===== config.mk =====
export PLATFORM = sky130hd
export DESIGN_NAME = sw_run_ctrl
export DESIGN_NICKNAME = d
export VERILOG_FILES = /design/src/rtl/sw_pkg.sv /design/src/rtl/sw_debounce.sv /design/src/rtl/sw_run_ctrl.sv
export SDC_FILE = /design/constraint.sdc
export NUM_CORES = 1
export LEC_CHECK = 0
export BUFFER_PORTS_ARGS = -buffer_cell sky130_fd_sc_hd__buf_2
export CORE_ASPECT_RATIO = 0.6
export CORE_MARGIN = 2
export CORE_UTILIZATION = 67
export CTS_CLUSTER_SIZE = 8
export DETAILED_ROUTE_END_ITERATION = 10
export PLACE_DENSITY = 0.84
export SYNTH_ARGS = -nofsm -noshare
export SYNTH_HDL_FRONTEND = slang
export SYNTH_HIERARCHICAL = 1
export SYNTH_SLANG_ARGS = --single-unit

===== constraint.sdc =====
create_clock -name sys_clk -period 3.7 [get_ports sys_clk]
set_input_delay 0.37 -clock sys_clk [delete_from_list [all_inputs] [get_ports sys_clk]]
set_output_delay 0.37 -clock sys_clk [all_outputs]
set_load 0.005 [all_outputs]

===== src/rtl/sw_pkg.sv =====
// Shared definitions for the stopwatch run controller: state encoding and
// default timing parameters for a 27 MHz system clock.
package sw_pkg;

  typedef enum logic [1:0] {
    ST_IDLE    = 2'b00,
    ST_RUNNING = 2'b01,
    ST_LAP     = 2'b10,
    ST_STOPPED = 2'b11
  } sw_state_t;

  localparam int DEF_DEBOUNCE_CYCLES = 270_000;
  localparam int DEF_TICK_DIV        = 2_700_000;

endpackage


===== src/rtl/sw_debounce.sv =====
// Synchroniser, debouncer and press-edge pulse for one active-low button.
// A button held through reset is ignored until it has been seen released.
module sw_debounce
  import sw_pkg::*;
#(
  parameter int DEBOUNCE_CYCLES = DEF_DEBOUNCE_CYCLES
) (
  input  logic sys_clk,
  input  logic sys_rst_n,
  input  logic btn_raw,
  output logic press
);

  localparam int CW = (DEBOUNCE_CYCLES > 1) ? $clog2(DEBOUNCE_CYCLES) : 1;
  localparam logic [CW-1:0] CMAX = CW'(DEBOUNCE_CYCLES - 1);

  logic          sync_a;
  logic          sync_b;
  logic          level;
  logic          level_q;
  logic          armed;
  logic [1:0]    prime;
  logic [CW-1:0] cnt;

  always_ff @(posedge sys_clk or negedge sys_rst_n) begin
    if (!sys_rst_n) begin
      sync_a  <= 1'b1;
      sync_b  <= 1'b1;
      level   <= 1'b1;
      level_q <= 1'b1;
      armed   <= 1'b0;
      prime   <= 2'b00;
      cnt     <= '0;
    end else begin
      sync_a  <= btn_raw;
      sync_b  <= sync_a;
      prime   <= {prime[0], 1'b1};
      level_q <= level;
      if (sync_b != level) begin
        if (cnt == CMAX) begin
          level <= sync_b;
          cnt   <= '0;
        end else begin
          cnt <= cnt + 1'b1;
        end
      end else begin
        cnt <= '0;
      end
      // prime[1] marks the point where sync_b carries a real sample, not the reset value
      if (prime[1] && level && sync_b)
        armed <= 1'b1;
    end
  end

  assign press = armed & level_q & ~level;

endmodule


===== src/rtl/sw_run_ctrl.sv =====
// Stopwatch run controller: debounced start/stop and lap/clear buttons drive
// a four-state FSM and a tick prescaler for the external time counter.
module sw_run_ctrl
  import sw_pkg::*;
#(
  parameter int DEBOUNCE_CYCLES = DEF_DEBOUNCE_CYCLES,
  parameter int TICK_DIV        = DEF_TICK_DIV
) (
  input  logic       sys_clk,
  input  logic       sys_rst_n,
  input  logic       btn_startstop,
  input  logic       btn_lap,
  output logic       run_en,
  output logic       tick,
  output logic       clr,
  output logic       freeze,
  output logic [1:0] state
);

  localparam int PW = (TICK_DIV > 1) ? $clog2(TICK_DIV) : 1;
  localparam logic [PW-1:0] PMAX = PW'(TICK_DIV - 1);

  logic          ss_ev;
  logic          lap_ev;
  sw_state_t     cur_state;
  sw_state_t     nxt_state;
  logic [PW-1:0] pcnt;

  sw_debounce #(.DEBOUNCE_CYCLES(DEBOUNCE_CYCLES)) u_db_ss (
    .sys_clk   (sys_clk),
    .sys_rst_n (sys_rst_n),
    .btn_raw   (btn_startstop),
    .press     (ss_ev)
  );

  sw_debounce #(.DEBOUNCE_CYCLES(DEBOUNCE_CYCLES)) u_db_lap (
    .sys_clk   (sys_clk),
    .sys_rst_n (sys_rst_n),
    .btn_raw   (btn_lap),
    .press     (lap_ev)
  );

  // startstop always wins; a simultaneous lap event is simply dropped
  always_comb begin
    nxt_state = cur_state;
    clr       = 1'b0;
    case (cur_state)
      ST_IDLE: begin
        if (ss_ev) nxt_state = ST_RUNNING;
      end
      ST_RUNNING: begin
        if (ss_ev)       nxt_state = ST_STOPPED;
        else if (lap_ev) nxt_state = ST_LAP;
      end
      ST_LAP: begin
        if (ss_ev)       nxt_state = ST_STOPPED;
        else if (lap_ev) nxt_state = ST_RUNNING;
      end
      ST_STOPPED: begin
        if (ss_ev) begin
          nxt_state = ST_RUNNING;
        end else if (lap_ev) begin
          nxt_state = ST_IDLE;
          clr       = 1'b1;
        end
      end
      default: nxt_state = ST_IDLE;
    endcase
  end

  always_ff @(posedge sys_clk or negedge sys_rst_n) begin
    if (!sys_rst_n) begin
      cur_state <= ST_IDLE;
      run_en    <= 1'b0;
      freeze    <= 1'b0;
    end else begin
      cur_state <= nxt_state;
      run_en    <= (nxt_state == ST_RUNNING) || (nxt_state == ST_LAP);
      freeze    <= (nxt_state == ST_LAP);
    end
  end

  // Prescaler holds while stopped so a partial interval survives stop/start
  always_ff @(posedge sys_clk or negedge sys_rst_n) begin
    if (!sys_rst_n) begin
      pcnt <= '0;
    end else if (clr) begin
      pcnt <= '0;
    end else if (run_en) begin
      pcnt <= (pcnt == PMAX) ? '0 : pcnt + 1'b1;
    end
  end

  assign tick  = run_en && (pcnt == PMAX) && !clr;
  assign state = cur_state;

endmodule


======== Word level (Yosys, flattened, before mapping) ========
Cells that the tools add are included.
cells by class
  mux-type cells .......................... 18
  add/subtract/negate cells ............... 3
  bitwise operators ....................... 6
  equality and inequality tests ........... 10
  reduce and logical (&&, ||, !) cells .... 12
operators with widths
  kind                   number
  $mux 19                4
  $mux 22                3
  $add 19x1->19 const B  2
  $eq 19x19->1 const B   2
  $add 22x1->22 const B  1
  $eq 22x22->1 const B   1
  $mux 2                 7
  $pmux 2 s4             1
  $eq 2x2->1 const B     3
  $logic_and 1x1->1      6
  $and 1x1->1            4
  $eq 2x1->1 const B     2
  $reduce_and 2->1       2
  $mux 1                 3
  $logic_not 2->1        1
  $ne 1x1->1             2
  $not 1->1              2
  $reduce_bool 2->1      1
  $logic_not 1->1        1
  $logic_or 1x1->1       1
word-level totals
  flip-flop bits (word level) ............. 78
  output and inout port bits .............. 6
  logic and storage cells ................. 67

======== Longest topological paths before layout ========
Gate-level depths: netlist of run 1.
  word-level depth ........................ 7
  depth in mapped cells ................... 7

======== Cells and area by module ========
Netlist of run 1, hierarchy kept.
modules (own cells, without submodules)
  module       sequential area each (µm²)  area an instance (µm²)  times used  cells an instance
  sw_debounce  655.6                       1174.9                  2           110
  sw_run_ctrl  650.6                       1600.3                  1           175

======== Worst setup path before layout of run 1 ========
Ideal clock, no wire load.
  kind .................................... register to register
  from .................................... register u_db_lap.level_q
  to ...................................... register pcnt[16]
  path slack .............................. 1695 ps
  stages on the path, launching flop included .. 8
  clock period less this slack ............ 2005 ps
  arrival ................................. 1928 ps
  library setup time ...................... 77 ps
  cells stage by stage .................... dfstp_2 nand2_1 nor2_1 nand4b_1 inv_2 o211ai_1 or4_1 a21oi_1
on the way
  word-level cells in the longest chain between the ends .. 6
  elaborated cells on any way between the ends .. 7
  classes of those cells .................. 4 x mux; 2 x bitwise; 1 x reduce/logical
RTL lines
  what                                                 RTL line           text
  from (decl)                                          sw_debounce.sv:20  logic level_q;
  from (signal assigned)                               sw_debounce.sv:38  level_q <= level;
  $and 1x1->1 (*) (2 in a row)                         sw_debounce.sv:55  assign press = armed & level_q & ~level;
  net lap_ev                                           sw_run_ctrl.sv:24  logic lap_ev;
  $mux 1 (*)                                           sw_run_ctrl.sv:62  end else if (lap_ev) begin
  $mux 1 (*)                                           sw_run_ctrl.sv:60  if (ss_ev) begin
  $mux 1 (*)                                           sw_run_ctrl.sv:47  case (cur_state)
  $mux 22 / $reduce_bool 2->1 (equally long branches)  -
  to (signal assigned)                                 sw_run_ctrl.sv:90  pcnt <= (pcnt == PMAX) ? '0 : pcnt + 1'b1;
  to (decl)                                            sw_run_ctrl.sv:27  logic [PW-1:0] pcnt;
The timed path passes the listed nets; every way through them passes the cells marked *.
A chain may end at the register's enable or synchronous reset.

======== Final worst setup path of run 1 ========
  from .................................... register pcnt[10]
  to ...................................... register pcnt[17]
on the way
  word-level cells in the longest chain between the ends .. 4
  elaborated cells on any way between the ends .. 5
  classes of those cells .................. 1 x add/sub; 1 x eq/ne; 3 x mux
RTL lines
  what                                                  RTL line           text
  $add 22x1->22 / $eq 22x22->1 (equally long branches)  sw_run_ctrl.sv:90
  $mux 22 (*)                                           sw_run_ctrl.sv:90
  $mux 22 (*)                                           sw_run_ctrl.sv:89  end else if (run_en) begin
  $mux 22 (*)                                           sw_run_ctrl.sv:87  end else if (clr) begin
Mark *: on every way between the ends. The rest lies on a longest branch, timed or not. The select of a mux whose other input is x is not followed.

==> results of run 1 <==
-- cells by family after synthesis --
logic type                 Yosys count  synth area share
AOI/OAI and AO/OA                   61            0.0934
other                                2           0.00190
buffers and inverters               28            0.0405
xor gates and xnor gates            34            0.0754
muxes                                4            0.0111
and+or+nand+nor                    184             0.268
DFF                                 78             0.497
adders and majority gates            4            0.0127
-- layout make-up --
type	instances	area [um^2]	area share
inverters	15	56.3	0.0134
repair buffers	9	47.5	0.0113
multi-input cells	289	1830	0.436
flip-flops and latches	78	1960	0.468
clock inverters	5	58.8	0.0140
well taps	80	100	0.0239
clock buffers	11	141	0.0337
-- flip-flops by register name, indices dropped and copies added, names as in the netlist --
signal            count
pcnt                 22
u_db_ss/prime         2
u_db_ss/sync_a        1
u_db_lap/sync_a       1
run_en                1
u_db_lap/level_q      1
u_db_ss/armed         1
freeze                1
u_db_lap/cnt         19
u_db_lap/armed        1
u_db_ss/level_q       1
u_db_ss/level         1
u_db_lap/prime        2
u_db_ss/sync_b        1
u_db_ss/cnt          19
state                 2
u_db_lap/sync_b       1
u_db_lap/level        1
-- synthesized netlist by cell type (3+ instances only) --
master	instances
buf_2	3
o21ai_0	18
or4_1	6
nand2b_1	3
xnor2_1	19
nand2_1	22
dfrtp_1	70
nand4b_1	3
or4_4	6
o31ai_1	5
nor4bb_1	4
clkbuf_1	3
mux2_2	3
buf_6	5
ha_1	4
and3_1	5
nand4_1	18
nor4_1	10
nand3_1	24
dfstp_2	8
o211ai_1	3
nor3_1	9
nor2_1	45
and4_1	3
xor2_1	15
a21oi_1	23
inv_1	14
or3_1	11
-- worst max-delay path, delay by kind of cell (launching register included) --
family,cells,cell delay (ps)
compound gates,2,1010
flops,1,470
simple gates,2,840
-- metal layers --
layer  vias to the layer above  routed length (um)  part of all wire
met5                         -                   0                 0
met4                         0                  92             0.011
met3                        10                 793             0.097
met2                       140                3420              0.42
met1                      1458                3840              0.47
li1                       1442                   -                 -
-- path summary, 6_finish.rpt --
check / to / start / cells past startpoint
worst min-delay path: u_db_lap/sync_a / btn_lap / 1
max in group asynchronous: u_db_lap/cnt[2] / sys_rst_n / 1
min in group asynchronous: u_db_ss/cnt[7] / sys_rst_n / 1
worst max-delay path: pcnt[17] / pcnt[10] / 4
worst min register to register: u_db_ss/sync_b / u_db_ss/sync_a / 0
worst max register to register: pcnt[17] / pcnt[10] / 4
-- power by group through the flow --
stage / sequential, uW / clock, uW / combinational, uW
after CTS: 872 / 655 / 35.7
after floorplan: 887 / 0 / 15.0
after global placement: 888 / 0 / 35.2
after global routing: 874 / 693 / 40.9
after detailed placement: 888 / 0 / 35.6
final: 872 / 642 / 34.2
-- stage by stage --
step / setup slack [ps] / cell area, um^2
floorplan: 1690 / 3950
global placement: 1340 / 3990
detailed placement: 1270 / 3990
CTS: 1220 / 4190
global route: 995 / 4190
finish: 1210 / 4190
==> reports/metrics.yaml, run 1 <==
critical_path:
  endpoint_kind: "flop"
  cp_cell_sequence: "nand4b_1 > or4_1 > o31ai_2 > a21oi_1"
  cpPeakStageDelay_ps: 900
  worstPathArrival_ps: 2680
  cp_slowest_cell: "o31ai_2"
  worstSetupPathType: "flop to flop"
  rrSetupSlack_ps: 1210
  critPathMaxFanout: 12
  critPathRequiredTime_ps: 3890
  start_kind: "flop"
logic_synthesis:
  ys_types: 53
  ys_seq_area_frac: 0.497
  yosys_warnings: 6
  synth_async_sr_flop_share: 1.00
  synth_top_cell_area_share: 0.443
  synth_seq_cells: 78
  synthCells: 395
  synth_edf_count: 0
  synthesis.area_um2: 3950
  avgSynthCellArea_um2: 10.0
  synth.largest_area_cell: "dfrtp_1"
  synthFlopType: "dfrtp_1"
  syn-num-nets: 403
  synth_area_leaders: "dfrtp_1, dfstp_2, nor2_1"
clock_tree:
  clk_path_buf_depth: 2
  cts_buffers: 9
  cts_resized: 0
  post_cts_buffers: 0
  htree_num_levels: 3
  cts-hold-fix-buffers: 0
  clock_latency_ps: 360
  cts_tree: "built"
  path_clk_slew_ps: 80
  root_buffer: "clkbuf_8"
  clock-sinks: 78
sta:
  skew_ps: 6.53
  tightest_slew_ps: 987
  setup_tns_ps: 0
  finalCritPeriodShare: 0.672
  hold_viol: 0
  timing.fmax_mhz: 402
  setup_violations: 0
  maxSlewHeadroom: 0.338
  rsz0062_at_grt: "false"
  layout_min_cycle_time_ps: 2490
  slew_violations: 0
  timing.hold.ws_ps: 109
placement:
  gp_congestion: 0.957
  place_inst: 471
  port-buffer-count: 9
  dp_hpwl_mm: 5.63
detailed_routing:
  ant_nets: 0
  route.detailed.drc: 0
  totalWireLength_mm: 8.15
  drtIter0Drc: 354
  dr.pass1.iters: 5
  vias: 3050
  avgViaCountPerCell: 6.26
  wl_per_cell_um: 16.7
power_and_ir_drop:
  p_int_uw: 1200
  p_per_area_nw_per_um2: 369
  p_total_uw: 1550
  combPwrFrac: 0.022
  seq_power_share: 0.563
  peakVddDrop_uv: 257
  swShare: 0.225
  power.leakage_uw: 0.00168
  power.share.clock: 0.415
  switchingPower_uw: 348
global_routing:
  grt_util_met3: 0.0888
  grt_max_degree: 79
  grt_pass1_vias: 2945
  grt_remaining_overflow: 0
  antenna_found_initial: 0
  track_usage: 0.285
  grt_use_met2: 0.387
  grtUsageMet1: 0.434
  grt_pass1_wl_mm: 14.2
  busiest_layer: "met1"
die:
  initial_core_util: 0.702
  coreArea_um2: 5620
  num_rows: 21
  die_area_um2: 6550
  die_h_um: 63.5
  ios: 10
  die_x_um: 103
flow_run:
  drv_cap: 0
final_layout:
  fill_cells: 402
  syn2layout_area_growth_pct: 6.18
  fin_nets: 410
  insertedDiodeCount: 0
  drive_above_1_share: 0.135
  utilization: 0.746
  layout_commonest_cell: "dfrtp_1"
  final_cell_mix: "dfrtp_1, nor2_1, nand3_1"
  instances_no_fill: 487
run_status:
  status: "complete, no violations"
min_path:
  hold_class: "primary input to flop"
Note: power is estimated with default switching activity, not from simulation.
==> run 2, diff against run 1 <==
--- a/config.mk
+++ b/config.mk
@@ -5,13 +5,14 @@
 export SDC_FILE = /design/constraint.sdc
 export NUM_CORES = 1
 export LEC_CHECK = 0
+export ABC_AREA = 1
 export BUFFER_PORTS_ARGS = -buffer_cell sky130_fd_sc_hd__buf_2
 export CORE_ASPECT_RATIO = 0.6
 export CORE_MARGIN = 2
-export CORE_UTILIZATION = 67
+export CORE_UTILIZATION = 63
 export CTS_CLUSTER_SIZE = 8
 export DETAILED_ROUTE_END_ITERATION = 10
-export PLACE_DENSITY = 0.84
+export PLACE_DENSITY = 0.79
 export SYNTH_ARGS = -nofsm -noshare
 export SYNTH_HDL_FRONTEND = slang
 export SYNTH_HIERARCHICAL = 1
==> constraint.sdc (replaced) <==
create_clock -name sys_clk -period 2.55 [get_ports sys_clk]
set_input_delay 0.255 -clock sys_clk [delete_from_list [all_inputs] [get_ports sys_clk]]
set_output_delay 0.255 -clock sys_clk [all_outputs]
set_load 0.005 [all_outputs]
==> run 2 against run 1 <==
  * First-iteration DRC count decreased by 4.8%
  * Cell count rose by 35%
  * Non-clock buffer count rose by 2
  * Sequential share of layout area shrank 4.1 points
  * Sequential power is 44% higher
  * Clock skew rose by 1.6 ps
  * Synthesized cell count rose by 38%
  * Area after synthesis rose by 7.6%
  * Routed wire length rose by 6.8%
  * Setup slack worse by 730 ps
  * Register-to-register slack got worse by 500 ps
  * Count of clock-buffer cells in the layout unchanged
==> reports/metrics.yaml, run 2 <==
clock_tree:
  root_buffer: "clkbuf_8"
  path_clk_slew_ps: 80
  clock_latency_ps: 350
  cts_buffers: 9
  cts_tree: "built"
  clk_path_buf_depth: 2
  clock-sinks: 78
  htree_num_levels: 3
  cts_resized: 0
sta:
  slew_violations: 0
  hold_viol: 0
  setup_slack_ps: 486
  tightest_slew_ps: 947
  setup_tns_ps: 0
  layout_min_cycle_time_ps: 2060
  maxSlewHeadroom: 0.369
  finalCritPeriodShare: 0.810
  timing.hold.ws_ps: 49.3
  skew_ps: 8.11
  rsz0062_at_grt: "false"
  timing.fmax_mhz: 484
  setup_violations: 0
final_layout:
  fin_area_um2: 4600
  utilization: 0.698
  largest_register_ffs: 22
  insertedDiodeCount: 0
  top_regs: "pcnt x22, u_db_lap/cnt x19, u_db_ss/cnt x19"
  drive_above_1_share: 0.127
  fin_nets: 572
  fill_cells: 537
  layout_commonest_cell: "nand2_1"
  regMostFlops: "pcnt"
  syn2layout_area_growth_pct: 8.12
  final_cell_mix: "nand2_1, nor2_1, dfrtp_1"
global_routing:
  track_usage: 0.266
  grt_pass1_wl_mm: 14.8
  grt_pass1_vias: 3126
  antenna_found_initial: 0
  grt_remaining_overflow: 0
  grt_max_degree: 79
die:
  num_rows: 23
  die_h_um: 67.6
  die_area_um2: 7440
  die_x_um: 110
  initial_core_util: 0.645
  coreArea_um2: 6590
  ios: 10
flow_run:
  drv_cap: 0
placement:
  port-buffer-count: 9
  gp_congestion: 0.914
  detailed_place.area_um2: 4390
  dp_hpwl_mm: 6.37
  pre_cts_slack_ps: 723
logic_synthesis:
  ys_seq_area_frac: 0.461
  synth_area_leaders: "dfrtp_1, nand2_1, nor2_1"
  synthFlopType: "dfrtp_1"
  synthesis.area_um2: 4250
  yosys_warnings: 6
  synth_seq_cells: 78
  synth_most_common_cell: "nand2_1"
  avgSynthCellArea_um2: 7.82
  synth_async_sr_flop_share: 1.00
  synth_edf_count: 0
  syn-num-nets: 552
  synthTopCellsByCount: "nand2_1, nor2_1, dfrtp_1, inv_1, nand3_1"
  ys_types: 33
  synthCells: 544
  synth_top_cell_area_share: 0.412
  synth.largest_area_cell: "dfrtp_1"
critical_path:
  critPathRequiredTime_ps: 2300
  critPathLaunch: "u_db_lap/level_q"
  start_kind: "flop"
  critPathMaxFanout: 7
  rrSetupSlack_ps: 710
  worstSetupPathType: "flop to output port"
  reg2reg_depth: 8
  cp_cell_sequence: "nand2_1 > nor2_1 > nand4_4 > inv_1 > nor2_1 > buf_2"
  crit_top_cell: "nor2_1"
  cpPeakStageDelay_ps: 520
  r2r-end: "pcnt[5]"
  cp_slowest_cell: "dfstp_2"
  worstPathArrival_ps: 1810
  endpoint_kind: "output port"
  r2r_start: "u_db_lap/level_q"
detailed_routing:
  dr.pass1.iters: 5
  route.detailed.drc: 0
  totalWireLength_mm: 8.70
  ant_nets: 0
  vias: 3470
  wl_per_cell_um: 13.3
  avgViaCountPerCell: 5.29
  drtIter0Drc: 337
power_and_ir_drop:
  p_per_area_nw_per_um2: 485
  power.leakage_uw: 0.00223
  peakVddDrop_uv: 381
run_status:
  status: "complete, no violations"
min_path:
  hold_class: "primary input to asynchronous set/reset pin"
[run 2: cell types whose count changed after synthesis, moves of 11 or more]
| cell | previous run | this run |
|---|---|---|
| a21oi_1 | 23 | 9 |
| inv_1 | 14 | 61 |
| nand2_1 | 22 | 144 |
| nand3_1 | 24 | 41 |
| nand4_1 | 18 | 7 |
| nor2_1 | 45 | 105 |
| or3_1 | 11 | 0 |
| xnor2_1 | 19 | 6 |
[run 2: logic make-up (layout without fill, tap and decap cells)]
| group | Yosys count | count (layout) | share of synthesized area |
|---|---|---|---|
| fa+ha+maj | 4 | 4 | 0.0118 |
| simple gates | 338 | 338 | 0.367 |
| buf+inv | 68 | 93 | 0.0636 |
| other cells | 2 | 2 | 0.00177 |
| compound gates | 31 | 31 | 0.0471 |
| flops | 78 | 78 | 0.461 |
| xor+xnor | 23 | 23 | 0.0474 |
[run 2: worst max-delay path by stage]
stage                     to  slack [ps]  cells after the start
global placement    pcnt[18]         810                      9
floorplan           pcnt[20]         990                      9
detailed placement   pcnt[5]         720                      8
global route            tick         340                      6
finish                  tick         490                      6
CTS                     tick         470                      6
[run 2: report_power, final]
group          internal (uW)  total, uW  switching [uW]
combinational           16.4       60.0            43.6
sequential              1250       1260            8.51
clock                    472        907             435
total                   1740       2230             487
[run 2: through the flow]
stage | std cells | total power, uW
6_report | 656 | 2230
4_1_cts | 656 | 2260
3_5_place_dp | 638 | 1340
2_1_floorplan | 544 | 1310
5_1_grt | 656 | 2320
3_3_place_gp | 638 | 1340
[run 2: critical path, delay by kind of cell, from the launching register on]
| family | cells | cell delay, ps |
|---|---|---|
| simple gates | 4 | 640 |
| flops | 1 | 520 |
| buf+inv | 2 | 300 |
[run 2: area by class of cell]
type / instances / area, um^2 / share of cell area
sequential: 78 / 1960 / 0.427
inverter: 66 / 248 / 0.0539
clock buffer: 11 / 141 / 0.0308
clock inverter: 5 / 50.0 / 0.0109
timing repair buffer: 11 / 67.6 / 0.0147
multi-input combinational: 398 / 2020 / 0.439
tap: 87 / 109 / 0.0237
[run 2: repair_timing]
| action | CTS | global route |
|---|---|---|
| hold buffers | 2 | 0 |
| setup endpoints to repair | 0 | 0 |
| setup buffers | 0 | 0 |
| endpoints found under the hold margin | 2 | 0 |
[run 2: routing by layer]
| metal | vias to the layer above | track usage | routed length (um) |
|---|---|---|---|
| li1 | 1733 | - | - |
| met1 | 1614 | 0.399 | 4490 |
| met2 | 114 | 0.373 | 3540 |
| met3 | 9 | 0.0676 | 579 |
| met4 | 0 | 0.0870 | 93 |
| met5 | - | 0 | 0 |
==> run 3, diff against run 2 <==
--- a/config.mk
+++ b/config.mk
@@ -9,10 +9,10 @@
 export BUFFER_PORTS_ARGS = -buffer_cell sky130_fd_sc_hd__buf_2
 export CORE_ASPECT_RATIO = 0.6
 export CORE_MARGIN = 2
-export CORE_UTILIZATION = 63
+export CORE_UTILIZATION = 57
 export CTS_CLUSTER_SIZE = 8
 export DETAILED_ROUTE_END_ITERATION = 10
-export PLACE_DENSITY = 0.79
+export PLACE_DENSITY = 0.76
 export SYNTH_ARGS = -nofsm -noshare
 export SYNTH_HDL_FRONTEND = slang
 export SYNTH_HIERARCHICAL = 1
==> constraint.sdc (replaced) <==
create_clock -name sys_clk -period 1.7 [get_ports sys_clk]
set_input_delay 0.17 -clock sys_clk [delete_from_list [all_inputs] [get_ports sys_clk]]
set_output_delay 0.17 -clock sys_clk [all_outputs]
set_load 0.005 [all_outputs]
==> run 3 against run 2 <==
  * The run now ends with setup timing left
  * Setup slack got worse by 540 ps
  * Global-route usage decreased by 1.5 points
  * Count of clock-buffer cells in the layout unchanged
  * Critical path depth increased by 2
  * Worst hold slack improved by 240 ps
  * Largest cell class unchanged
  * Final area increased by 11%
==> reports/metrics.yaml, run 3 (synthesis gave the netlist of run 2 again) <==
global_routing:
  grt_pass1_vias: 3294
  grt_remaining_overflow: 0
  antenna_found_initial: 0
  grt_max_degree: 31
  track_usage: 0.251
  grt_pass1_wl_mm: 15.8
clock_tree:
  path_clk_slew_ps: 60
  clk_path_buf_depth: 2
  clock_latency_ps: 340
  clock-sinks: 78
  htree_num_levels: 3
  cts_buffers: 9
  cts_tree: "built"
  root_buffer: "clkbuf_16"
die:
  die_h_um: 70.9
  die_x_um: 115
  num_rows: 24
  initial_core_util: 0.587
  die_area_um2: 8190
  ios: 10
  coreArea_um2: 7240
critical_path:
  cp_slowest_cell: "dfrtp_1"
  start_kind: "flop"
  r2r_start: "u_db_lap/level_q"
  cp_cell_sequence: "inv_1 > nand2_1 > nor2_1 > nand2_1 > nor2_4 > nand3_2 > nor2_1 > buf_2"
  worstSetupPathType: "flop to output port"
  endpoint_kind: "output port"
  reg2reg_depth: 10
  critPathMaxFanout: 5
  crit_family: "simple AND/OR/NAND/NOR gates"
  crit_buf_inv: 2
  worstPathArrival_ps: 1580
  cpPeakStageDelay_ps: 460
  critPathRequiredTime_ps: 1530
  rrSetupSlack_ps: 30
  r2r-end: "pcnt[8]"
detailed_routing:
  wl_per_cell_um: 13.8
  route.detailed.drc: 0
  drtIter0Drc: 387
  totalWireLength_mm: 9.62
  ant_nets: 0
  dr.pass1.iters: 5
  vias: 3665
  avgViaCountPerCell: 5.26
placement:
  port-buffer-count: 9
  dp_hpwl_mm: 6.77
  place_inst: 667
  gp_congestion: 0.935
final_layout:
  syn2layout_area_growth_pct: 19.7
  fill_cells: 537
  utilization: 0.703
  regMostFlops: "pcnt"
  largest_register_ffs: 22
  instances_no_fill: 697
  top_regs: "pcnt x22, u_db_lap/cnt x19, u_db_ss/cnt x19"
  layout_commonest_cell: "nand2_1"
  final_cell_mix: "nand2_1, nor2_1, dfrtp_1"
  drive_above_1_share: 0.197
  insertedDiodeCount: 0
  fin_nets: 597
sta:
  tightest_slew_ps: 576
  setup_violations: 1
  rsz0062_at_grt: "true"
  layout_min_cycle_time_ps: 1750
  hold_viol: 0
  skew_ps: 6.53
  slew_violations: 0
  setup_slack_ps: -49.7
  timing.fmax_mhz: 572
  finalCritPeriodShare: 1.03
  maxSlewHeadroom: 0.613
run_status:
  violations: "setup timing"
  status: "finished, violations left"
flow_run:
  drv_cap: 0
min_path:
  hold_class: "primary input to asynchronous set/reset pin"
power_and_ir_drop:
  peakVddDrop_uv: 677
  power.leakage_uw: 0.00247
  p_total_uw: 4000
  p_per_area_nw_per_um2: 785
-- run 3: cell count changes in the layout (fill, tap and decap cells not counted), moves of 5 or more --
cell,change
buf_4,+17
clkbuf_16,+9
clkbuf_8,-10
nand2_1,-7
nor2_1,-8
nor2_2,+5
-- run 3: worst max path at each step --
stage                          start        to  slack [ps]  cells past startpoint
floorplan           u_db_lap/level_q  pcnt[20]         140                      9
global placement    u_db_lap/level_q   pcnt[9]         110                      9
detailed placement  u_db_lap/level_q   pcnt[5]          80                      9
CTS                          pcnt[1]      tick         -30                      8
global route                pcnt[13]      tick        -130                      7
finish                       pcnt[8]      tick         -50                      8
-- run 3: layer usage --
metal  track usage  part of all wire  vias up
met3        0.0840             0.088       15
li1              -                 -     1774
met1         0.378              0.49     1711
met2         0.337              0.41      165
met4        0.0870             0.012        0
met5             0                 0        -
-- run 3: through the flow --
step | TNS (ps) | hold slack [ps] | setup WS [ps] | cell area [um^2]
floorplan | 0 | -126 | 142 | 4250
global placement | 0 | 102 | 114 | 4520
detailed placement | 0 | 110 | 79.7 | 4520
CTS | -34.7 | 285 | -34.7 | 4920
global route | -400 | 317 | -135 | 5090
finish | -49.7 | 288 | -49.7 | 5090
-- run 3: layout make-up --
cell class              count  area, um^2  area share
clock buffers              11         233      0.0457
multi-input cells         399        2140       0.420
repair buffers             35         300      0.0590
clock inverters             4        72.6      0.0143
well taps                 104         130      0.0256
flip-flops and latches     78        1960       0.386
inverters                  66         253      0.0497
-- run 3: what timing repair did --
item,in CTS,in global routing
endpoints found under the setup margin,2,21
resized for setup,9,35
hold buffers,3,0
hold endpoints to repair,23,0
pin swaps,8,6
buffers inserted,7,5
gates cloned,0,1
-- run 3: power by group --
part	internal [uW]	switching (uW)	total, uW
logic	35.1	69.1	104
clock network	1270	720	2000
registers	1880	13.4	1900
